File: src/rtl/exec_bus_sequencer_if.sv
// exec_bus_sequencer_if
//   Memory bus between the execution sequencer (master) and memory (slave).
//   Signals:
//     mem_req    request, held until mem_ack or timeout
//     mem_we     1 = write, 0 = read
//     mem_addr   bus address (ADDR_W bits)
//     mem_wdata  write data
//     mem_rdata  read data, valid with mem_ack
//     mem_ack    one-cycle completion strobe from memory
interface exec_bus_sequencer_if #(
    parameter int ADDR_W = 8
);
    logic              mem_req;
    logic              mem_we;
    logic [ADDR_W-1:0] mem_addr;
    logic [15:0]       mem_wdata;
    logic [15:0]       mem_rdata;
    logic              mem_ack;

    modport master (
        output mem_req, mem_we, mem_addr, mem_wdata,
        input  mem_rdata, mem_ack
    );

    modport slave (
        input  mem_req, mem_we, mem_addr, mem_wdata,
        output mem_rdata, mem_ack
    );
endinterface

File: src/rtl/exec_bus_sequencer.sv
// exec_bus_sequencer
//   Executes the per-cycle machine states issued by the CPU control unit:
//   PC/IR updates, memory bus transactions with timeout, register-write and
//   ALU-start strobes, and a sticky halt request back to the control unit.
//
//   Ports:
//     clk, reset_cycle          clock (rising edge), async active-high reset
//     state/state_valid         state code and its one-cycle strobe
//     opcode, addrm             current opcode and addressing mode
//     z_flag, c_flag            ALU flags (sampled when a JMP executes)
//     reg_rdata, alu_result     register-file source value, ALU output
//     bus                       memory bus (master modport)
//     pc, ir                    program counter, instruction register
//     reg_we, reg_wdata         register-file write strobe and data
//     alu_go, jmp_taken, done   one-cycle strobes
//     busy                      operation in progress (EXEC/BUS/DONE)
//     halt_req, bus_err, seq_err  sticky flags, cleared only by reset
//     instr_count               retired NEXT states
//
//   Optional feature: define SEQ_INSTR_COUNT_EN to build the retired
//   instruction counter; otherwise instr_count is tied to 0.
module exec_bus_sequencer #(
    parameter int                ADDR_W   = 8,
    parameter logic [ADDR_W-1:0] RESET_PC = '0,
    parameter int                TIMEOUT  = 15,
    parameter logic [4:0]        OP_STR   = 5'h07,
    parameter logic [4:0]        OP_JMP   = 5'h0C,
    parameter logic [4:0]        OP_JZ    = 5'h0D,
    parameter logic [4:0]        OP_JNZ   = 5'h0E,
    parameter logic [4:0]        OP_JC    = 5'h0F,
    parameter logic [4:0]        OP_JNC   = 5'h10
) (
    input  logic                  clk,
    input  logic                  reset_cycle,
    input  logic [3:0]            state,
    input  logic                  state_valid,
    input  logic [4:0]            opcode,
    input  logic [2:0]            addrm,
    input  logic                  z_flag,
    input  logic                  c_flag,
    input  logic [15:0]           reg_rdata,
    input  logic [15:0]           alu_result,
    exec_bus_sequencer_if.master  bus,
    output logic [ADDR_W-1:0]     pc,
    output logic [15:0]           ir,
    output logic                  reg_we,
    output logic [15:0]           reg_wdata,
    output logic                  alu_go,
    output logic                  jmp_taken,
    output logic                  busy,
    output logic                  done,
    output logic                  halt_req,
    output logic                  bus_err,
    output logic                  seq_err,
    output logic [15:0]           instr_count
);

    localparam logic [3:0] S_FETCH_PC   = 4'd0;
    localparam logic [3:0] S_FETCH_INST = 4'd1;
    localparam logic [3:0] S_MEM_R      = 4'd2;
    localparam logic [3:0] S_MEM_W      = 4'd3;
    localparam logic [3:0] S_ALU_FETCH  = 4'd4;
    localparam logic [3:0] S_ALU_OUT    = 4'd5;
    localparam logic [3:0] S_JMP        = 4'd6;
    localparam logic [3:0] S_NEXT       = 4'd7;
    localparam logic [3:0] S_HALT       = 4'd8;

    // Timeout fires on the edge where the wait counter would reach TIMEOUT.
    localparam logic [7:0] TMO_LAST = 8'(TIMEOUT - 1);

    typedef enum logic [1:0] {IDLE, EXEC, BUS, DONE} fsm_t;

    fsm_t        fsm;
    logic [3:0]  cur_state;
    logic [4:0]  cur_op;
    logic [2:0]  cur_addrm;
    logic [15:0] data_reg;
    logic [7:0]  tcnt;

    logic              needs_bus;
    logic [ADDR_W-1:0] bus_addr;
    logic              jmp_cond;

    // Decode of the incoming state: which codes need a bus cycle and where.
    always_comb begin
        needs_bus = (state == S_FETCH_INST) ||
                    (state == S_MEM_R && addrm == 3'd3) ||
                    (state == S_MEM_W && opcode == OP_STR);
        bus_addr  = (state == S_FETCH_INST) ? pc : ir[ADDR_W-1:0];
    end

    // Flags are sampled live in EXEC; the opcode was latched on accept.
    always_comb begin
        jmp_cond = 1'b0;
        case (cur_op)
            OP_JMP:  jmp_cond = 1'b1;
            OP_JZ:   jmp_cond = z_flag;
            OP_JNZ:  jmp_cond = ~z_flag;
            OP_JC:   jmp_cond = c_flag;
            OP_JNC:  jmp_cond = ~c_flag;
            default: jmp_cond = 1'b0;
        endcase
    end

    always_ff @(posedge clk or posedge reset_cycle) begin
        if (reset_cycle) begin
            fsm           <= IDLE;
            cur_state     <= '0;
            cur_op        <= '0;
            cur_addrm     <= '0;
            data_reg      <= '0;
            tcnt          <= '0;
            pc            <= RESET_PC;
            ir            <= '0;
            bus.mem_req   <= 1'b0;
            bus.mem_we    <= 1'b0;
            bus.mem_addr  <= '0;
            bus.mem_wdata <= '0;
            reg_we        <= 1'b0;
            reg_wdata     <= '0;
            alu_go        <= 1'b0;
            jmp_taken     <= 1'b0;
            busy          <= 1'b0;
            done          <= 1'b0;
            halt_req      <= 1'b0;
            bus_err       <= 1'b0;
            seq_err       <= 1'b0;
        end else begin
            done      <= 1'b0;
            reg_we    <= 1'b0;
            alu_go    <= 1'b0;
            jmp_taken <= 1'b0;

            // Overrun; once halted, new states are dropped silently instead.
            if (state_valid && !halt_req && fsm != IDLE)
                seq_err <= 1'b1;

            case (fsm)
                IDLE: begin
                    if (state_valid && !halt_req) begin
                        cur_state <= state;
                        cur_op    <= opcode;
                        cur_addrm <= addrm;
                        busy      <= 1'b1;
                        tcnt      <= '0;
                        if (needs_bus) begin
                            fsm           <= BUS;
                            bus.mem_req   <= 1'b1;
                            bus.mem_we    <= (state == S_MEM_W);
                            bus.mem_addr  <= bus_addr;
                            bus.mem_wdata <= (state == S_MEM_W) ? reg_rdata : 16'h0000;
                        end else begin
                            fsm <= EXEC;
                        end
                    end
                end

                EXEC: begin
                    fsm  <= DONE;
                    done <= 1'b1;
                    case (cur_state)
                        S_FETCH_PC:  bus.mem_addr <= pc;
                        S_MEM_R: begin
                            if (cur_addrm == 3'd1)      data_reg <= {8'h00, ir[7:0]};
                            else if (cur_addrm == 3'd2) data_reg <= reg_rdata;
                        end
                        S_MEM_W: begin
                            reg_we    <= 1'b1;
                            reg_wdata <= data_reg;
                        end
                        S_ALU_FETCH: alu_go <= 1'b1;
                        S_ALU_OUT: begin
                            reg_we    <= 1'b1;
                            reg_wdata <= alu_result;
                        end
                        S_JMP: begin
                            if (jmp_cond) begin
                                pc        <= ir[ADDR_W-1:0];
                                jmp_taken <= 1'b1;
                            end
                        end
                        S_NEXT:      ;
                        S_HALT:      halt_req <= 1'b1;
                        default:     seq_err <= 1'b1;  // codes 9..15 behave as NEXT
                    endcase
                end

                BUS: begin
                    // Ack wins even on the cycle the counter hits its limit.
                    if (bus.mem_ack) begin
                        bus.mem_req <= 1'b0;
                        bus.mem_we  <= 1'b0;
                        fsm         <= DONE;
                        done        <= 1'b1;
                        if (cur_state == S_FETCH_INST) begin
                            ir <= bus.mem_rdata;
                            pc <= pc + 1'b1;
                        end else if (cur_state == S_MEM_R) begin
                            data_reg <= bus.mem_rdata;
                        end
                    end else if (tcnt == TMO_LAST) begin
                        bus.mem_req <= 1'b0;
                        bus.mem_we  <= 1'b0;
                        bus_err     <= 1'b1;
                        halt_req    <= 1'b1;
                        tcnt        <= tcnt + 8'd1;
                        fsm         <= DONE;
                        done        <= 1'b1;
                    end else begin
                        tcnt <= tcnt + 8'd1;
                    end
                end

                DONE: begin
                    fsm  <= IDLE;
                    busy <= 1'b0;
                end

                default: fsm <= IDLE;
            endcase
        end
    end

`ifdef SEQ_INSTR_COUNT_EN
    logic [15:0] icnt;

    // Counts on the edge that raises done for a NEXT (or illegal) state.
    always_ff @(posedge clk or posedge reset_cycle) begin
        if (reset_cycle)
            icnt <= '0;
        else if (fsm == EXEC && (cur_state == S_NEXT || cur_state > S_HALT))
            icnt <= icnt + 16'd1;
    end

    assign instr_count = icnt;
`else
    assign instr_count = '0;
`endif

endmodule

File: src/flat_wrapper.sv
// flat-port wrapper written by rule: the top's interface ports become plain ports
module exec_bus_sequencer_flat 
#(
    parameter int                ADDR_W   = 8,
    parameter logic [ADDR_W-1:0] RESET_PC = '0,
    parameter int                TIMEOUT  = 15,
    parameter logic [4:0]        OP_STR   = 5'h07,
    parameter logic [4:0]        OP_JMP   = 5'h0C,
    parameter logic [4:0]        OP_JZ    = 5'h0D,
    parameter logic [4:0]        OP_JNZ   = 5'h0E,
    parameter logic [4:0]        OP_JC    = 5'h0F,
    parameter logic [4:0]        OP_JNC   = 5'h10
)
  (clk, reset_cycle, state, state_valid, opcode, addrm, z_flag, c_flag, reg_rdata, alu_result, pc, ir, reg_we, reg_wdata, alu_go, jmp_taken, busy, done, halt_req, bus_err, seq_err, instr_count, bus_mem_req, bus_mem_we, bus_mem_addr, bus_mem_wdata, bus_mem_rdata, bus_mem_ack);
  exec_bus_sequencer_if #(.ADDR_W(ADDR_W)) bus_i ();
  input  logic clk;
  input  logic reset_cycle;
  input  logic [3:0] state;
  input  logic state_valid;
  input  logic [4:0] opcode;
  input  logic [2:0] addrm;
  input  logic z_flag;
  input  logic c_flag;
  input  logic [15:0] reg_rdata;
  input  logic [15:0] alu_result;
  output logic [ADDR_W-1:0] pc;
  output logic [15:0] ir;
  output logic reg_we;
  output logic [15:0] reg_wdata;
  output logic alu_go;
  output logic jmp_taken;
  output logic busy;
  output logic done;
  output logic halt_req;
  output logic bus_err;
  output logic seq_err;
  output logic [15:0] instr_count;
  output wire logic [$bits(bus_i.mem_req)-1:0] bus_mem_req;
  output wire logic [$bits(bus_i.mem_we)-1:0] bus_mem_we;
  output wire logic [$bits(bus_i.mem_addr)-1:0] bus_mem_addr;
  output wire logic [$bits(bus_i.mem_wdata)-1:0] bus_mem_wdata;
  input wire logic [$bits(bus_i.mem_rdata)-1:0] bus_mem_rdata;
  input wire logic [$bits(bus_i.mem_ack)-1:0] bus_mem_ack;
  assign bus_mem_req = bus_i.mem_req;
  assign bus_mem_we = bus_i.mem_we;
  assign bus_mem_addr = bus_i.mem_addr;
  assign bus_mem_wdata = bus_i.mem_wdata;
  assign bus_i.mem_rdata = bus_mem_rdata;
  assign bus_i.mem_ack = bus_mem_ack;
  exec_bus_sequencer #(.ADDR_W(ADDR_W), .RESET_PC(RESET_PC), .TIMEOUT(TIMEOUT), .OP_STR(OP_STR), .OP_JMP(OP_JMP), .OP_JZ(OP_JZ), .OP_JNZ(OP_JNZ), .OP_JC(OP_JC), .OP_JNC(OP_JNC)) u_core (.clk(clk), .reset_cycle(reset_cycle), .state(state), .state_valid(state_valid), .opcode(opcode), .addrm(addrm), .z_flag(z_flag), .c_flag(c_flag), .reg_rdata(reg_rdata), .alu_result(alu_result), .bus(bus_i), .pc(pc), .ir(ir), .reg_we(reg_we), .reg_wdata(reg_wdata), .alu_go(alu_go), .jmp_taken(jmp_taken), .busy(busy), .done(done), .halt_req(halt_req), .bus_err(bus_err), .seq_err(seq_err), .instr_count(instr_count));
endmodule
File: config.mk
export PLATFORM = sky130hd
export DESIGN_NAME = exec_bus_sequencer_flat
export DESIGN_NICKNAME = d
export VERILOG_FILES = /design/src/rtl/exec_bus_sequencer_if.sv /design/src/rtl/exec_bus_sequencer.sv /design/src/flat_wrapper.sv
export SDC_FILE = /design/constraint.sdc
export NUM_CORES = 1
export LEC_CHECK = 0
export ABC_AREA = 1
export CORE_MARGIN = 4
export CORE_UTILIZATION = 30
export DETAILED_ROUTE_END_ITERATION = 16
export PLACE_DENSITY = 0.51
export SLEW_MARGIN = 20
export SYNTH_ARGS = -nofsm -noshare
export SYNTH_HDL_FRONTEND = slang
export SYNTH_SLANG_ARGS = --single-unit
File: constraint.sdc
create_clock -name clk -period 4 [get_ports clk]
set_input_delay 0.8 -clock clk [delete_from_list [all_inputs] [get_ports clk]]
set_output_delay 0.8 -clock clk [all_outputs]
set_load 0.01 [all_outputs]
Word-level counts from Yosys, hierarchy flattened. Index checks and enable logic that the tools add are counted.

Register bits: 112. Input bits: 66. Output and inout bits: 90. Word-level logic and storage cells: 150.

Equality and inequality tests: 39. Reduce and logical (&&, ||, !) cells: 30. Muxes and demuxes: 55. Bitwise logic cells: 3. Add/sub/neg operators: 2.

Operators with widths (count): 2-to-1 mux 16 bit (7); 2-to-1 mux 8 bit (10); case mux 16 bit (2 select lines) (2); case mux 8 bit (2 select lines) (3); 2-to-1 mux 1 bit (22); == test 5 x 4 -> 1 bit, second input constant (4); adder 8 x 1 -> 8 bit, second input constant (2); == test 4 x 2 -> 1 bit, second input constant (4); == test 4 x 3 -> 1 bit, second input constant (4); != test 2 x 1 -> 1 bit, second input constant (8); AND reduction 3 bit (4); AND reduction 4 bit (3); nonzero test 2 bit (6); != test 2 bit, second input constant (5); case mux 1 bit (2 select lines) (5); == test 4 x 1 -> 1 bit, second input constant (2); == test 8 x 4 -> 1 bit, second input constant (1); 2-to-1 mux 2 bit (4); case mux 2 bit (4 select lines) (1); AND reduction 2 bit (4); OR reduction 8 bit (1); == test 3 x 2 -> 1 bit, second input constant (2); AND reduction 6 bit (1); == test 5 x 3 -> 1 bit, second input constant (1); other kinds (16) (23).

Depth between registers and ports, before layout. Gate-level depths: netlist of the first run.

Word-level depth: 7. Gate-level depth with buffers: 11. Gate-level depth less buffers: 10.

Worst setup path before layout of the first run. No wires, ideal clock.

Path type: input to register. Start point: in state[3]. End point: reg u_core.bus.mem_wdata[10]. Path buffers: 1. Stages: 9. Setup slack: 2.173 ns. Library setup time: 0.118 ns. Arrival time: 1.709 ns. Required time: 3.882 ns. Cells stage by stage: inv_1 > nand3_2 > nor2_4 > nand4_1 > nand2_1 > nand2_2 > buf_6 > nand2_1 > o21ai_2.

Longest elaborated chain between the ends: 5. Elaborated cells on any way between the ends: 9. Those cells by class: eq/ne: 3; mux: 1; reduce/logical: 5.

Ends and longest elaborated chain: start: declaration (line flat_wrapper.sv:18) `input logic [3:0] state;`; == test 4 x 2 -> 1 bit (line exec_bus_sequencer.sv:87) `(state == S_MEM_R && addrm == 3'd3) ||`; logical AND 1 bit (line exec_bus_sequencer.sv:87); logical OR 1 bit (line exec_bus_sequencer.sv:86) `needs_bus = (state == S_FETCH_INST) ||`; logical OR 1 bit (line exec_bus_sequencer.sv:87); AND reduction 3 bit (no line); end signal: assignment (line exec_bus_sequencer.sv:151) `bus.mem_wdata <= (state == S_MEM_W) ? reg_rdata : 16'h0000;`; end: declaration (line exec_bus_sequencer_if.sv:21) `output mem_req, mem_we, mem_addr, mem_wdata,`.

Parallel ways exist; a longest one is shown, timed or not. A chain may end at the register's enable or synchronous reset.

Final worst setup path of the first run.
Start point: in state[1]. End point: reg u_core.bus.mem_wdata[2].

Same word-level chain as after synthesis.

==> impl_metrics.csv, run 1 <==
group,metric,value,unit
route,avgRoutedWirePerCell,15.1,um
worst_setup_path,end_kind,"flip-flop",
worst_setup_path,cpPeakStageDelay,0.52,ns
placed_design,dpl-instance-area,7430,um2
layout,antenna_cells,0,
die,die_area,22000,um2
logic_synthesis,synth-edff-count,0,
cts,cts-root-buf,"clkbuf_16",
timing,skew,0.00865,ns
cts,tritoncts,"built",
worst_setup_path,cp_max_fo,32,
worst_setup_path,arrival,2.84,ns
layout,syn2layout_area_growth,30.7,%
logic_synthesis,yosys-top-cells-area,"dfrtp_1 48%, nand2_1 12%, o21ai_0 7.0%, inv_1 5.1%, nand3_1 3.6%",
hold_path,hold_depth,2,
placed_design,portBuffers,139,
placed_design,dp_slack,0.973,ns
worst_setup_path,crit_buf_inv,1,
cts,post-cts-setup-buffers,0,
placed_design,gp_congestion,0.771,
power,power_frac_seq,52.5,%
timing,final.min_clock_period,2.61,ns
logic_synthesis,syn_inst,725,
timing,slew_headroom,41.9,%
grt,grt_max_degree,112,
grt,grt_overflow,0,
grt,grt_first_pass_wirelength,27100,um
cts,clock-sinks,112,
power,p_switching,529,uW
route,drt_first_pass_iters,4,
cts,cts_resized,0,
cts,numCtsBuffers,9,
placed_design,post-dp-hpwl,12500,um
timing,clock.fmax,383,MHz
route,drc_errors,0,
power,finalPower,2.16,mW
die,core_area,19400,um2
die,die_h,148,um
timing,hold_viol,0,
cts,cts_hold_buf,0,
power,powerDensity,280,nW/um2
worst_setup_path,path_cells,"clkdlybuf4s50_1 -> nand3_2 -> nor2_4 -> nand4_1 -> nand2_1 -> nand2_2 -> nand2_1 -> o21ai_2",
cts,insertion_delay,0.36,ns
outcome,status,"finished clean",
power,ir_worst_vdd,0.209,mV
timing,slew_violations,0,
timing,whs,0.483,ns
layout,fin_area,7710,um2
logic_synthesis,seq_area_frac_synth,47.5,%
route,vias_per_cell,4.41,
power,p_comb_share,6.2,%
cts,ctsLongestPathBuffers,2,
power,p_clk_share,41.3,%
layout,final_cell_mix,"182 x nand2_1, 139 x clkdlybuf4s50_1, 112 x dfrtp_1",
logic_synthesis,synthArstFlopShare,100,%
cts,htree_levels,3,
die,rows,51,
run,maxCapViolCount,0,
logic_synthesis,avgSynthCellArea,8.14,um2
hold_path,hold_path_class,"flip-flop to flip-flop",
layout,drive_above_1_share,9.24,%
cts,cts.clk_slew.worst_paths,0.08,ns
route,drt_iter0_drc,272,
worst_setup_path,cpMaxStageDelayCell,"clkdlybuf4s50_1",
die,pin_count,156,
grt,grt_use_total,15.8,%
timing,rsz0062_at_grt,"no",
route,ant_nets,0,
logic_synthesis,synth_top_cell_by_area,"dfrtp_1",
timing,tightestPinTransition,0.870,ns
layout,final_common_cell,"nand2_1",
timing,fin_setup_tns,0,ns
die,initial_core_util,30.4,%
logic_synthesis,synth.distinct_cells,41,
logic_synthesis,ys_dominant_reg_cell,"dfrtp_1",
grt,grt_pass1_vias,4798,
worst_setup_path,cp-start-kind,"primary input",
timing,final.period_utilization,65.2,%
layout,nNetsFinal,924,
route,vias,4938,
worst_setup_path,cp_num_cells,8,
logic_synthesis,netlist_area,5900,um2
worst_setup_path,cp.required,4.23,ns
power,p_int,1.63,mW
power,p_sw_share,24.5,%
grt,antenna_found_initial,0,
worst_setup_path,r2r_cells,8,
die,chipWidth,148,um
power,p_leak,3.46,nW
logic_synthesis,yosys_warnings,0,
worst_setup_path,cp_top_family,"simple AND/OR/NAND/NOR gates",
timing,setup_viol,0,
logic_synthesis,synth.top_cell.area_share,47.5,%
timing,layout_setup_ws,1.39,ns
route,wirelength,16900,um
worst_setup_path,critPathKind,"primary input to flip-flop",
logic_synthesis,synth-seq-cells,112,
worst_setup_path,crit_path_frequent_cell,"nand2_1",
## power groups by stage
stage | clock, mW | sequential, mW | combinational, mW
floorplan | 0 | 1.15 | 0.0562
global placement | 0 | 1.15 | 0.137
detailed placement | 0 | 1.15 | 0.136
CTS | 0.921 | 1.13 | 0.137
global route | 0.957 | 1.13 | 0.149
finish | 0.891 | 1.13 | 0.134
## kinds of logic (layout without fill, tap and decap cells)
| group | after synthesis | after routing | synth area share (%) |
|---|---|---|---|
| DFF | 112 | 112 | 47.5 |
| xor gates and xnor gates | 4 | 4 | 0.594 |
| other | 1 | 16 | 0.0636 |
| buffers and inverters | 131 | 246 | 10.8 |
| muxes | 2 | 2 | 0.382 |
| AOI/OAI and AO/OA | 158 | 158 | 16.0 |
| adders and majority gates | 7 | 7 | 1.48 |
| and+or+nand+nor | 310 | 310 | 23.2 |
## area by class of cell
class / count / area, um2
tap: 265 / 332
multi-input combinational: 497 / 2520
inverter: 86 / 325
clock inverter: 6 / 56.3
fill: 2069 / 11700
sequential: 112 / 2800
clock buffer: 9 / 225
timing repair buffer: 145 / 1450
## cells in the mapped netlist, types with 6 or more instances
library cell / n
inv_2: 6
buf_2: 9
o21ai_2: 22
inv_1: 80
nor2_1: 52
a21oi_1: 33
nand3_1: 43
clkbuf_1: 9
ha_1: 7
nand4_1: 7
buf_6: 8
dfrtp_1: 112
nand2_1: 182
buf_4: 19
o21ai_0: 83
## through the flow
stage,util [%],instances
after floorplan,-,740
after global placement,38.3,1105
after detailed placement,38.3,1105
after CTS,39.7,1120
after global routing,39.7,1120
final,39.7,1120
## worst register-to-register path: stages (launching register included)
cell	delay, ns
dfrtp_1	0.44
inv_1	0.10
ha_1	0.18
buf_4	0.34
nand2_1	0.18
inv_1	0.11
nand4_2	0.26
buf_4	0.33
mux2_2	0.29
## final timing paths
path / endpoint / from / slack (ns)
setup / recovery: u_core.bus.mem_wdata[2] / state[1] / 1.39
hold / removal: u_core.bus.mem_addr[7] / u_core.bus.mem_addr[7] / 0.48
setup reg to reg: u_core.ir[0] / u_core.fsm[0] / 1.66
hold reg to reg: u_core.bus.mem_addr[7] / u_core.bus.mem_addr[7] / 0.48
max in group asynchronous: u_core.tcnt[6] / reset_cycle / 2.57
min in group asynchronous: u_core.reg_wdata[6] / reset_cycle / 0.64
## per-layer routing
metal / track usage [%] / vias up / wire (um)
met4: 3.79 / 0 / 157
met5: 0 / - / 0
met3: 3.35 / 12 / 891
met1: 22.3 / 2261 / 7920
li1: - / 2545 / -
met2: 25.0 / 120 / 7960
Power figures use the tool's default switching activity.
==> run 2: changes to the inputs <==
--- a/config.mk
+++ b/config.mk
@@ -9,7 +9,7 @@
 export CORE_MARGIN = 4
 export CORE_UTILIZATION = 30
 export DETAILED_ROUTE_END_ITERATION = 16
-export PLACE_DENSITY = 0.51
+export PLACE_DENSITY = 0.53
 export SLEW_MARGIN = 20
 export SYNTH_ARGS = -nofsm -noshare
 export SYNTH_HDL_FRONTEND = slang
==> constraint.sdc (replaced) <==
create_clock -name clk -period 2.1 [get_ports clk]
set_input_delay 0.42 -clock clk [delete_from_list [all_inputs] [get_ports clk]]
set_output_delay 0.42 -clock clk [all_outputs]
set_load 0.01 [all_outputs]
==> run 2 against run 1 <==
- combinational power is 96% higher
- die area unchanged
- sequential share of layout area is 0.86 points lower
- first-iteration DRC count decreased by 19%
- global-route usage is 0.30 points lower
- worst hold slack gained 0.0016 ns
- design area increased by 2.4%
- non-clock buffer count rose by 13
- clock skew grew 0.0011 ns
- sequential power rose by 91%
- flip-flop and latch count unchanged
- count of clock-buffer cells in the layout unchanged
- critical endpoint is now pc[3]
==> impl_metrics.csv, run 2 (synthesis results as in run 1) <==
group,metric,value,unit
timing,final.period_utilization,88.3,%
worst_setup_path,path_cells,"clkdlybuf4s50_1",
cts,cts.clk_slew.worst_paths,0.08,ns
die,rows,51,
route,ant_nets,0,
worst_setup_path,worstReg2RegEnd,"u_core.bus.mem_addr[6]",
power,p_leak,3.56,nW
cts,tritoncts,"built",
grt,antenna_found_initial,0,
placed_design,gp_congestion,0.770,
placed_design,post-dp-hpwl,12800,um
die,chipWidth,148,um
die,core_area,19400,um2
worst_setup_path,arrival,1.44,ns
grt,use_met2,25.6,%
hold_path,hold_depth,2,
worst_setup_path,crit_buf_inv,1,
worst_setup_path,cp_max_fo,6,
die,initial_core_util,30.4,%
timing,final.min_clock_period,1.86,ns
grt,grt_use_total,15.5,%
run,maxCapViolCount,0,
grt,grt_overflow,0,
die,pin_count,156,
worst_setup_path,cp_top_family,"buffers and inverters",
cts,cts_hold_buf,0,
power,ir_worst_vdd,0.389,mV
worst_setup_path,r2r_cells,9,
route,avgRoutedWirePerCell,14.8,um
layout,seq_area,2800,um2
hold_path,holdPathEnd,"u_core.bus.mem_wdata[5]",
worst_setup_path,r2r_slack,0.28,ns
grt,grt_max_degree,77,
layout,fill_cells,2026,
layout,nNetsFinal,937,
timing,rsz0062_at_grt,"no",
hold_path,hold_path_class,"flip-flop to flip-flop",
hold_path,min_from,"u_core.bus.mem_wdata[5]",
grt,grt_first_pass_wirelength,26800,um
layout,antenna_cells,0,
placed_design,place_inst,1118,
route,wirelength,16800,um
route,drt_first_pass_iters,4,
worst_setup_path,reg2reg_from,"u_core.fsm[1]",
cts,insertion_delay,0.36,ns
grt,grt_use_met3,3.44,%
die,die_area,22000,um2
timing,layout_setup_ws,0.245,ns
layout,final_common_cell,"nand2_1",
timing,skew,0.00977,ns
grt,grt_pass1_vias,4877,
grt,grtUsageMet1,21.0,%
timing,hold_viol,0,
worst_setup_path,critPathKind,"flip-flop to output pin",
placed_design,portBuffers,139,
layout,fin_cells,1134,
outcome,status,"finished clean",
cts,numCtsBuffers,9,
worst_setup_path,cpMaxStageDelayCell,"clkdlybuf4s50_1",
placed_design,dpl-instance-area,7600,um2
die,die_h,148,um
route,drc_errors,0,
route,vias,5016,
route,vias_per_cell,4.42,
worst_setup_path,cpPeakStageDelay,0.59,ns
worst_setup_path,cp-start-kind,"flip-flop",
cts,clock-sinks,112,
timing,setup_viol,0,
worst_setup_path,cp.required,1.68,ns
timing,clock.fmax,539,MHz
layout,final_cell_mix,"182 x nand2_1, 139 x clkdlybuf4s50_1, 112 x dfrtp_1",
placed_design,dp_slack,-0.00569,ns
cts,post-cts-setup-buffers,0,
timing,slew_violations,0,
layout,drive_above_1_share,10.8,%
grt,grt-busiest-layer,"met2",
route,drt_iter0_drc,221,
cts,htree_levels,3,
layout,fin_area,7900,um2
power,powerDensity,526,nW/um2
worst_setup_path,end_kind,"output pin",
cts,cts-root-buf,"clkbuf_16",
layout,syn2layout_area_growth,33.9,%
cts,ctsLongestPathBuffers,2,
layout,multi_input_area,2520,um2
==> run 2: cell count changes in the layout (fill, tap and decap cells not counted) <==
cell | before | now
ha_1 | 7 | 6
inv_8 | 0 | 4
buf_4 | 5 | 12
inv_6 | 1 | 2
clkinv_4 | 1 | 0
clkinvlp_4 | 3 | 1
ha_2 | 0 | 1
inv_4 | 1 | 0
buf_12 | 1 | 7
clkinv_2 | 0 | 1
clkinv_8 | 1 | 0
==> run 2: cell type report <==
class	instances	share of cell area (%)
sequential	112	35.5
multi-input combinational	497	31.9
timing repair buffer	158	20.5
tap	265	4.20
inverter	86	4.14
clock buffer	9	2.85
clock inverter	7	0.856
==> run 2: power breakdown <==
part           total [mW]  internal, mW  switching, mW
registers            2.16          2.16       0.000468
clock network        1.74         0.848          0.890
logic               0.262         0.133          0.128
==> run 2: per-stage QoR <==
step	power (mW)	hold WS (ns)	TNS [ns]	util (%)
3_5_place_dp	2.47	0.468	-0.0111	39.2
6_report	4.16	0.484	0	40.7
5_1_grt	4.33	0.511	0	40.7
3_3_place_gp	2.47	0.465	0	39.2
2_1_floorplan	2.31	0.465	0	-
4_1_cts	4.24	0.488	0	40.7
==> run 2: what timing repair did <==
item                                    4_1_cts  5_1_grt
resized for setup                             0        1
endpoints found under the hold margin         0        0
endpoints found under the setup margin        0        1
==> run 2: how the worst max path moves through the flow <==
| stage | cells past startpoint | from | end |
|---|---|---|---|
| global route | 9 | u_core.fsm[1] | u_core.bus.mem_addr[7] |
| finish | 1 | u_core.pc[3] | pc[3] |
| CTS | 9 | u_core.fsm[0] | u_core.data_reg[7] |
| detailed placement | 8 | state[1] | u_core.bus.mem_addr[5] |
| floorplan | 1 | reset_cycle | u_core.alu_go |
| global placement | 9 | state[0] | u_core.bus.mem_addr[0] |
==> run 2: metal layers <==
layer  up-vias  wire, um
met3        12       797
met2       118      8010
met1      2311      7800
met4         0       147
li1       2575         -
met5         -         0
==> run 3: changes to the inputs <==
--- a/config.mk
+++ b/config.mk
@@ -6,6 +6,7 @@
 export NUM_CORES = 1
 export LEC_CHECK = 0
 export ABC_AREA = 1
+export CORE_ASPECT_RATIO = 0.5
 export CORE_MARGIN = 4
 export CORE_UTILIZATION = 30
 export DETAILED_ROUTE_END_ITERATION = 16
==> run 3 against run 2 <==
- combinational power grew 4%
- critical endpoint is now u_core.ir[0]
- sequential share of layout area shrank 0.056 points
- worst hold slack lost 0.087 ns
- power grew 1.2%
- utilization grew 1.3 points
- non-clock buffer count grew 3
- register-to-register slack lost 0.08 ns
- worst setup slack lost 0.049 ns
- die area grew 0.62%
- clock power grew 2%
- maximum frequency shrank 2.6%
- final cell count shrank 0.26%
==> impl_metrics.csv, run 3 (synthesis results as in run 1) <==
group,metric,value,unit
route,ant_nets,0,
worst_setup_path,cp_max_fo,30,
timing,slew_violations,0,
layout,antenna_cells,0,
grt,antenna_found_initial,0,
timing,final.period_utilization,90.7,%
worst_setup_path,cpMaxStageDelayCell,"dfrtp_1",
grt,grt_max_degree,46,
power,power_frac_seq,51.3,%
timing,layout_setup_ws,0.196,ns
layout,final_cell_mix,"182 x nand2_1, 139 x clkdlybuf4s50_1, 112 x dfrtp_1",
worst_setup_path,r2r_cells,7,
timing,setup_viol,0,
timing,skew,0.0124,ns
die,die_h,107,um
cts,clock-sinks,112,
layout,final_common_cell,"nand2_1",
route,vias,5025,
grt,grt_use_total,15.4,%
grt,grt_first_pass_wirelength,26900,um
worst_setup_path,worstReg2RegEnd,"u_core.ir[0]",
die,die_area,22100,um2
cts,htree_levels,3,
worst_setup_path,end_kind,"flip-flop",
power,p_comb_share,6.5,%
layout,nNetsFinal,940,
route,vias_per_cell,4.44,
placed_design,dp_slack,0.0716,ns
power,p_int,3.24,mW
layout,drive_above_1_share,11.0,%
worst_setup_path,arrival,2.13,ns
route,drc_errors,0,
worst_setup_path,path_cells,"inv_1 -> ha_1 -> nand2_1 -> inv_1 -> nand4_2 -> buf_4 -> mux2_2",
worst_setup_path,cp_top_family,"buffers and inverters",
worst_setup_path,reg2reg_from,"u_core.fsm[0]",
placed_design,gp_congestion,0.851,
timing,whs,0.397,ns
cts,cts_resized,0,
placed_design,portBuffers,139,
die,core_area,18800,um2
layout,syn2layout_area_growth,34.1,%
route,wirelength,16700,um
hold_path,hold_path_class,"primary input to asynchronous set/reset pin",
die,pin_count,156,
power,p_leak,3.58,nW
die,initial_core_util,31.3,%
cts,cts_hold_buf,0,
cts,insertion_delay,0.35,ns
route,avgRoutedWirePerCell,14.8,um
worst_setup_path,crit_buf_inv,3,
layout,postLayoutCoreUtil,42.0,%
worst_setup_path,cpPeakStageDelay,0.41,ns
cts,post-cts-setup-buffers,0,
worst_setup_path,cp-start-kind,"flip-flop",
die,rows,35,
power,powerDensity,532,nW/um2
worst_setup_path,r2r_slack,0.20,ns
timing,rsz0062_at_grt,"no",
worst_setup_path,crit_path_frequent_cell,"inv_1",
worst_setup_path,cp.required,2.33,ns
cts,cts.clk_slew.worst_paths,0.08,ns
timing,final.min_clock_period,1.90,ns
cts,ctsLongestPathBuffers,2,
cts,tritoncts,"built",
layout,fill_cells,1908,
power,p_switching,969,uW
power,ir_worst_vdd,0.334,mV
timing,clock.fmax,525,MHz
route,drt_first_pass_iters,5,
placed_design,post-dp-hpwl,12900,um
timing,fin_setup_tns,0,ns
power,p_clk_share,42.2,%
outcome,status,"finished clean",
worst_setup_path,critPathKind,"flip-flop to flip-flop",
die,chipWidth,206,um
cts,numCtsBuffers,9,
timing,hold_viol,0,
grt,grt_pass1_vias,4944,
run,maxCapViolCount,0,
grt,grt_overflow,0,
cts,cts-root-buf,"clkbuf_16",
route,drt_iter0_drc,331,
power,p_sw_share,23.0,%
-- run 3: how the worst max path moves through the flow --
stage          slack [ns]                     end           from  cells after the start
2_1_floorplan        0.32           u_core.alu_go    reset_cycle                      1
3_3_place_gp         0.02     u_core.cur_state[3]    state_valid                      6
3_5_place_dp         0.07  u_core.bus.mem_addr[3]       state[0]                      9
4_1_cts              0.18            u_core.ir[5]  u_core.fsm[0]                      7
5_1_grt              0.07      u_core.data_reg[7]  u_core.fsm[0]                      9
6_report             0.20            u_core.ir[0]  u_core.fsm[0]                      7
-- run 3: final cells by class --
class,instances,area (um2),area share (%)
Inverter,86,327,4.13
Clock inverter,7,80.1,1.01
Multi-Input combinational cell,497,2520,31.8
Clock buffer,9,225,2.85
Tap cell,259,324,4.10
Sequential cell,112,2800,35.4
Timing Repair Buffer,161,1630,20.6
-- run 3: metrics by stage --
step | power, mW | cells | area [um2]
finish | 4.20 | 1131 | 7910
global route | 4.39 | 1131 | 7910
CTS | 4.28 | 1131 | 7910
detailed placement | 2.48 | 1115 | 7600
global placement | 2.48 | 1115 | 7600
floorplan | 2.31 | 740 | 5960
-- run 3: metal layers --
layer / routed length [um] / track usage, % / share of wire, %
met1: 7750 / 20.6 / 46
met2: 8140 / 26.3 / 49
met3: 626 / 3.05 / 3.7
met4: 200 / 2.94 / 1.2
met5: 0 / 0 / 0
-- run 3: power groups by stage --
stage | clock network, mW | logic (mW) | registers, mW
2_1_floorplan | 0 | 0.107 | 2.20
3_3_place_gp | 0 | 0.279 | 2.20
3_5_place_dp | 0 | 0.278 | 2.20
4_1_cts | 1.84 | 0.280 | 2.16
5_1_grt | 1.93 | 0.304 | 2.16
6_report | 1.78 | 0.273 | 2.16
